<file path="src/rtl/mips_pipe_pkg.sv">
// Shared pipeline definitions: forwarding select codes, the zero register and
// the per-stage destination tag.
package mips_pipe_pkg;

  localparam int unsigned REG_W = 5;

  localparam logic [1:0] FWD_RF  = 2'd0;
  localparam logic [1:0] FWD_MEM = 2'd1;
  localparam logic [1:0] FWD_WB  = 2'd2;

  localparam logic [REG_W-1:0] REG_ZERO = 5'd0;

  typedef struct packed {
    logic [REG_W-1:0] dst;
    logic             reg_write;
    logic             mem_read;
  } tag_t;

endpackage

</file>
<file path="src/rtl/fwd_select.sv">
// Operand-forwarding select for one source register: the youngest in-flight
// producer wins, and $0 never forwards.
module fwd_select
  import mips_pipe_pkg::*;
(
  input  logic [REG_W-1:0] src_i,
  input  logic [REG_W-1:0] ex_dst_i,
  input  logic             ex_wr_i,
  input  logic [REG_W-1:0] mem_dst_i,
  input  logic             mem_wr_i,
  output logic [1:0]       sel_c
);

  always_comb begin
    sel_c = FWD_RF;
    if (src_i != REG_ZERO) begin
      if (ex_wr_i && (ex_dst_i == src_i)) begin
        sel_c = FWD_MEM;
      end else if (mem_wr_i && (mem_dst_i == src_i)) begin
        sel_c = FWD_WB;
      end
    end
  end

endmodule

</file>
<file path="src/rtl/fwd_hazard_ctrl.sv">
// Forwarding and load-use hazard control for the 5-stage pipeline: tracks
// destination tags in EX/MEM, registers EX operand selects, stalls on load-use.
module fwd_hazard_ctrl
  import mips_pipe_pkg::*;
#(
  parameter int unsigned REG_ADDR_W = 5,
  parameter int unsigned CNT_W      = 16
) (
  input  logic                  clk,
  input  logic                  rst_n,
  input  logic                  id_valid,
  input  logic [REG_ADDR_W-1:0] id_rs,
  input  logic [REG_ADDR_W-1:0] id_rt,
  input  logic [REG_ADDR_W-1:0] id_dst,
  input  logic                  id_reg_write,
  input  logic                  id_mem_read,
  input  logic                  flush,
  output logic [1:0]            fwd_a,
  output logic [1:0]            fwd_b,
  output logic                  stall,
  output logic [CNT_W-1:0]      stall_cnt
);

  localparam logic [CNT_W-1:0] CNT_MAX = {CNT_W{1'b1}};

  // The WB tag has no consumer: the register file writes before it reads,
  // so only the EX and MEM tags are held.
  tag_t             ex_q, ex_d;
  logic [REG_W-1:0] mem_dst_q;
  logic             mem_wr_q;
  logic [1:0]       fwd_a_q, fwd_a_d;
  logic [1:0]       fwd_b_q, fwd_b_d;
  logic [CNT_W-1:0] cnt_q, cnt_d;

  logic [REG_W-1:0] rs_c, rt_c, dst_c;
  logic [1:0]       sel_a_c, sel_b_c;
  logic             stall_c, enter_c;

  assign rs_c  = REG_W'(id_rs);
  assign rt_c  = REG_W'(id_rt);
  assign dst_c = REG_W'(id_dst);

  fwd_select u_sel_a (
    .src_i     (rs_c),
    .ex_dst_i  (ex_q.dst),
    .ex_wr_i   (ex_q.reg_write),
    .mem_dst_i (mem_dst_q),
    .mem_wr_i  (mem_wr_q),
    .sel_c     (sel_a_c)
  );

  fwd_select u_sel_b (
    .src_i     (rt_c),
    .ex_dst_i  (ex_q.dst),
    .ex_wr_i   (ex_q.reg_write),
    .mem_dst_i (mem_dst_q),
    .mem_wr_i  (mem_wr_q),
    .sel_c     (sel_b_c)
  );

  // Load in EX feeding the ID instruction; flush suppresses it.
  always_comb begin
    stall_c = id_valid && !flush && ex_q.mem_read && ex_q.reg_write &&
              (ex_q.dst != REG_ZERO) &&
              ((ex_q.dst == rs_c) || (ex_q.dst == rt_c));
    enter_c = id_valid && !stall_c && !flush;
  end

  // Next state: EX entry or bubble, selects for the entering instruction.
  always_comb begin
    ex_d    = '0;
    fwd_a_d = FWD_RF;
    fwd_b_d = FWD_RF;
    cnt_d   = cnt_q;
    if (enter_c) begin
      ex_d.dst       = dst_c;
      ex_d.reg_write = id_reg_write;
      ex_d.mem_read  = id_mem_read;
      fwd_a_d        = sel_a_c;
      fwd_b_d        = sel_b_c;
    end
    if (stall_c && (cnt_q != CNT_MAX)) begin
      cnt_d = cnt_q + CNT_W'(1);
    end
  end

  always_ff @(posedge clk or negedge rst_n) begin
    if (!rst_n) begin
      ex_q      <= '0;
      mem_dst_q <= REG_ZERO;
      mem_wr_q  <= 1'b0;
      fwd_a_q   <= FWD_RF;
      fwd_b_q   <= FWD_RF;
      cnt_q     <= '0;
    end else begin
      ex_q      <= ex_d;
      mem_dst_q <= ex_q.dst;
      mem_wr_q  <= ex_q.reg_write;
      fwd_a_q   <= fwd_a_d;
      fwd_b_q   <= fwd_b_d;
      cnt_q     <= cnt_d;
    end
  end

  assign fwd_a     = fwd_a_q;
  assign fwd_b     = fwd_b_q;
  assign stall     = stall_c;
  assign stall_cnt = cnt_q;

endmodule

</file>
<file path="config.mk">
export PLATFORM = sky130hd
export DESIGN_NAME = fwd_hazard_ctrl
export DESIGN_NICKNAME = d
export VERILOG_FILES = /design/src/rtl/mips_pipe_pkg.sv /design/src/rtl/fwd_select.sv /design/src/rtl/fwd_hazard_ctrl.sv
export SDC_FILE = /design/constraint.sdc
export NUM_CORES = 1
export LEC_CHECK = 0
export CORE_MARGIN = 2
export CORE_UTILIZATION = 46
export CTS_CLUSTER_DIAMETER = 200
export DETAILED_ROUTE_END_ITERATION = 7
export GPL_ROUTABILITY_DRIVEN = 1
export PLACE_DENSITY = 0.75
export SLEW_MARGIN = 20
export SYNTH_ARGS = -nofsm -noshare
export SYNTH_HDL_FRONTEND = slang
export SYNTH_SLANG_ARGS = --single-unit
export TNS_END_PERCENT = 100
</file>
<file path="constraint.sdc">
create_clock -name clk -period 1.95 [get_ports clk]
set_input_delay 0.195 -clock clk [delete_from_list [all_inputs] [get_ports clk]]
set_output_delay 0.195 -clock clk [all_outputs]
set_load 0.02 [all_outputs]
</file>
==> impl_metrics.xml <==
<?xml version="1.0" encoding="UTF-8"?>
<metrics>
  <group name="run_status">
    <metric name="status" unit="">finished clean</metric>
  </group>
  <group name="setup_path">
    <metric name="cp_data_required_time" unit="ns">2.12</metric>
    <metric name="r2r_slack" unit="ns">0.08</metric>
    <metric name="worst_ep_arrival_time" unit="ns">2.04</metric>
    <metric name="critPathLaunchType" unit="">flip-flop</metric>
    <metric name="rr_startpoint" unit="">ex_q[6]</metric>
    <metric name="criticalPathCategory" unit="">flip-flop to flip-flop</metric>
    <metric name="cp-end-kind" unit="">flip-flop</metric>
    <metric name="crit_fanout" unit="">17</metric>
    <metric name="reg2reg_depth" unit="">7</metric>
    <metric name="timing.rr.end" unit="">stall_cnt[1]</metric>
  </group>
  <group name="timing">
    <metric name="fin_skew" unit="ns">0.00585</metric>
    <metric name="final_period_minus_worst_setup_slack" unit="ns">1.87</metric>
    <metric name="worst_slew_margin_relative_to_its_limit" unit="">0.723</metric>
    <metric name="slew_viol_final" unit="">0</metric>
    <metric name="final-setup-viol-count" unit="">0</metric>
    <metric name="finalHoldViolCount" unit="">0</metric>
    <metric name="totalNegativeSetupSlack" unit="ns">0</metric>
    <metric name="rsz0062_at_grt" unit="">true</metric>
    <metric name="fmax" unit="MHz">535</metric>
    <metric name="layout_worst_path_cycle_share" unit="">0.959</metric>
    <metric name="worst-slew-pin-transition" unit="ns">0.415</metric>
  </group>
  <group name="floorplan">
    <metric name="total_die_area" unit="mm²">0.00426</metric>
    <metric name="fp_rows" unit="">22</metric>
    <metric name="effective_utilization_at_floorplan" unit="">0.475</metric>
    <metric name="boundaryPins" unit="">42</metric>
    <metric name="die_w" unit="µm">65.3</metric>
    <metric name="core_region_area" unit="mm²">0.00363</metric>
    <metric name="floorplan.die.height" unit="µm">65.3</metric>
  </group>
  <group name="placed_design">
    <metric name="placed_cells" unit="">258</metric>
    <metric name="gp_congestion" unit="">0.852</metric>
    <metric name="detailed_place_hpwl" unit="mm">2.93</metric>
    <metric name="detailed_place.area" unit="mm²">0.00234</metric>
    <metric name="port_buffers" unit="">41</metric>
  </group>
  <group name="synthesis">
    <metric name="synth_largest_area_cell" unit="">sky130_fd_sc_hd__dfrtp_1</metric>
    <metric name="number_of_flops_mapped_to_enable_cells_by_yosys" unit="">0</metric>
    <metric name="synth_cell_type_count" unit="">33</metric>
    <metric name="synth_top_cells_by_area" unit="">sky130_fd_sc_hd__dfrtp_1, sky130_fd_sc_hd__xnor2_1, sky130_fd_sc_hd__xor2_1</metric>
    <metric name="yosys.area.top_type_share" unit="">0.478</metric>
    <metric name="syn-mean-instance-area" unit="µm²">11.6</metric>
    <metric name="ys_dominant_reg_cell" unit="">sky130_fd_sc_hd__dfrtp_1</metric>
    <metric name="synthesis.instances" unit="">149</metric>
    <metric name="synth_async_sr_flop_share" unit="">1.00</metric>
    <metric name="ys_ff_latch" unit="">33</metric>
    <metric name="post_synthesis_instance_area" unit="mm²">0.00173</metric>
    <metric name="ys_seq_area_frac" unit="">0.478</metric>
    <metric name="yosys_warn_count" unit="">0</metric>
    <metric name="synth.net_count" unit="">171</metric>
  </group>
  <group name="global_route">
    <metric name="grt_pass1_vias" unit="">1313</metric>
    <metric name="grt_pass1_wl" unit="mm">6.30</metric>
    <metric name="grt_max_degree" unit="">34</metric>
    <metric name="groute.usage.overall" unit="">0.197</metric>
    <metric name="global_route.overflow_total" unit="">0</metric>
    <metric name="antenna_found_initial" unit="">0</metric>
  </group>
  <group name="pwr">
    <metric name="cellPowerDensity" unit="mW/mm²">572</metric>
    <metric name="power" unit="mW">1.43</metric>
    <metric name="clock_power_share" unit="">0.391</metric>
    <metric name="p_comb_frac" unit="">0.113</metric>
    <metric name="pwr-share-seq" unit="">0.496</metric>
    <metric name="p_switching" unit="µW">323</metric>
    <metric name="internal_power" unit="mW">1.10</metric>
    <metric name="swShare" unit="">0.226</metric>
    <metric name="ir_drop" unit="V">0.000410</metric>
    <metric name="total_leakage_power" unit="nW">1.10</metric>
  </group>
  <group name="clock_tree">
    <metric name="clk_pin_slew" unit="ns">0.07</metric>
    <metric name="cts_hold_buffers" unit="">0</metric>
    <metric name="clk_root_buffer_cell" unit="">sky130_fd_sc_hd__clkbuf_8</metric>
    <metric name="cts_htree_levels" unit="">2</metric>
    <metric name="cts-root-to-sink-buffers" unit="">2</metric>
    <metric name="cts_buffers" unit="">5</metric>
    <metric name="clock_sinks" unit="">33</metric>
    <metric name="tritoncts" unit="">yes</metric>
    <metric name="insertion_delay" unit="ns">0.28</metric>
  </group>
  <group name="drt">
    <metric name="drc" unit="">0</metric>
    <metric name="route.vias.total" unit="">1381</metric>
    <metric name="drt-vias-per-instance" unit="">5.13</metric>
    <metric name="drtIter0Drc" unit="">86</metric>
    <metric name="detail_route.wl_per_cell" unit="µm">14.4</metric>
    <metric name="postRouteAntennaNets" unit="">0</metric>
    <metric name="drt_pass1_iterations" unit="">4</metric>
    <metric name="drt_wl_total" unit="mm">3.89</metric>
  </group>
  <group name="layout">
    <metric name="most_frequent_cells_in_the_layout" unit="">sky130_fd_sc_hd__clkdlybuf4s50_1, sky130_fd_sc_hd__dfrtp_1, sky130_fd_sc_hd__buf_4, sky130_fd_sc_hd__xnor2_1, sky130_fd_sc_hd__xor2_1</metric>
    <metric name="fillers" unit="">287</metric>
    <metric name="design.final.nets" unit="">242</metric>
    <metric name="mostFrequentLayoutCell" unit="">sky130_fd_sc_hd__clkdlybuf4s50_1</metric>
    <metric name="num_antenna_cells" unit="">0</metric>
    <metric name="layout_overhead_on_the_synthesized_area" unit="%">44.6</metric>
    <metric name="final_cell_area" unit="mm²">0.00250</metric>
    <metric name="drive_gt1_frac" unit="">0.271</metric>
    <metric name="finish.cell_count_without_fillers" unit="">269</metric>
  </group>
  <group name="hold_path">
    <metric name="hold_path_class" unit="">input pin to asynchronous set/reset pin</metric>
  </group>
  <group name="run">
    <metric name="drv_cap" unit="">0</metric>
  </group>
</metrics>
-- timing repair --
action / 4_1_cts / 5_1_grt
pin swaps: 4 / 6
buffers inserted: 1 / 2
endpoints found under the hold margin: 0 / 0
endpoints found under the setup margin: 3 / 15
gates resized for setup: 4 / 8
-- power by group through the flow --
stage          combinational [mW]  sequential [mW]  clock [mW]
4_1_cts                     0.157            0.707       0.572
5_1_grt                     0.173            0.708       0.610
3_5_place_dp                0.153            0.720           0
2_1_floorplan              0.0606            0.717           0
6_report                    0.161            0.708       0.558
3_3_place_gp                0.145            0.720           0
-- worst max path at each step --
stage | start | end | cells past startpoint
2_1_floorplan | stall_cnt[0] | stall_cnt[4] | 7
3_3_place_gp | id_rs[0] | stall | 7
3_5_place_dp | id_rs[0] | stall | 7
4_1_cts | ex_q[5] | stall | 6
5_1_grt | ex_q[2] | stall_cnt[14] | 7
6_report | ex_q[6] | stall_cnt[1] | 7
-- kinds of logic after synthesis --
family          after synthesis  synth area share
xor+xnor                     33             0.167
simple gates                 68             0.272
buf+inv                       7            0.0254
mux                           2            0.0174
flops                        33             0.478
fa+ha+maj                     1           0.00725
compound gates                5            0.0319
-- metrics by stage --
step | hold WS [ns] | util | setup WS, ns
3_3_place_gp | 0.449 | 0.645 | -0.266
3_5_place_dp | 0.454 | 0.645 | -0.355
4_1_cts | 0.329 | 0.678 | 0.0208
6_report | 0.311 | 0.687 | 0.0807
2_1_floorplan | -0.101 | - | 0.0850
5_1_grt | 0.349 | 0.687 | -0.0205
-- sequential cells by signal, indices dropped and copies added (netlist names) --
name and cells:
mem_wr_q 1, ex_q 7, mem_dst_q 5, fwd_b 2, fwd_a 2, stall_cnt 16
-- cells in the mapped netlist, drive strengths merged, types with 2 or more instances --
library cell	count
nor3	6
nor3b	2
and4	2
and2	8
nand3	8
nor4	2
nand4	13
nor2	8
xor2	12
and3	8
a21oi	2
inv	3
or4	2
nand2	5
buf	4
xnor2	21
mux2	2
dfrtp	33
-- metal layers --
layer / up-vias / track usage / routed length (µm) / share of wire
met2: 36 / 0.306 / 1950 / 0.50
li1: 660 / - / - / -
met5: - / 0 / 0 / 0
met4: 0 / 0.0859 / 83 / 0.021
met1: 677 / 0.259 / 1690 / 0.44
met3: 8 / 0.0514 / 163 / 0.042
-- cell type report --
cell class,instances,area (µm²),area share
well taps,48,60.1,0.0241
clock inverters,1,5.00,0.00201
multi-input cells,109,875,0.350
flip-flops and latches,33,827,0.331
inverters,3,11.3,0.00451
clock buffers,7,96.3,0.0386
repair buffers,68,622,0.249
-- worst max-delay path, stage by stage (launching register included) --
cell and delay (ns):
sky130_fd_sc_hd__dfrtp_2 0.44, sky130_fd_sc_hd__xnor2_2 0.16, sky130_fd_sc_hd__nand3_1 0.13, sky130_fd_sc_hd__nor3_2 0.22, sky130_fd_sc_hd__or2_1 0.17, sky130_fd_sc_hd__buf_6 0.21, sky130_fd_sc_hd__nand3_2 0.12, sky130_fd_sc_hd__mux2_4 0.30
No activity file was read; power rests on OpenSTA's default activity.
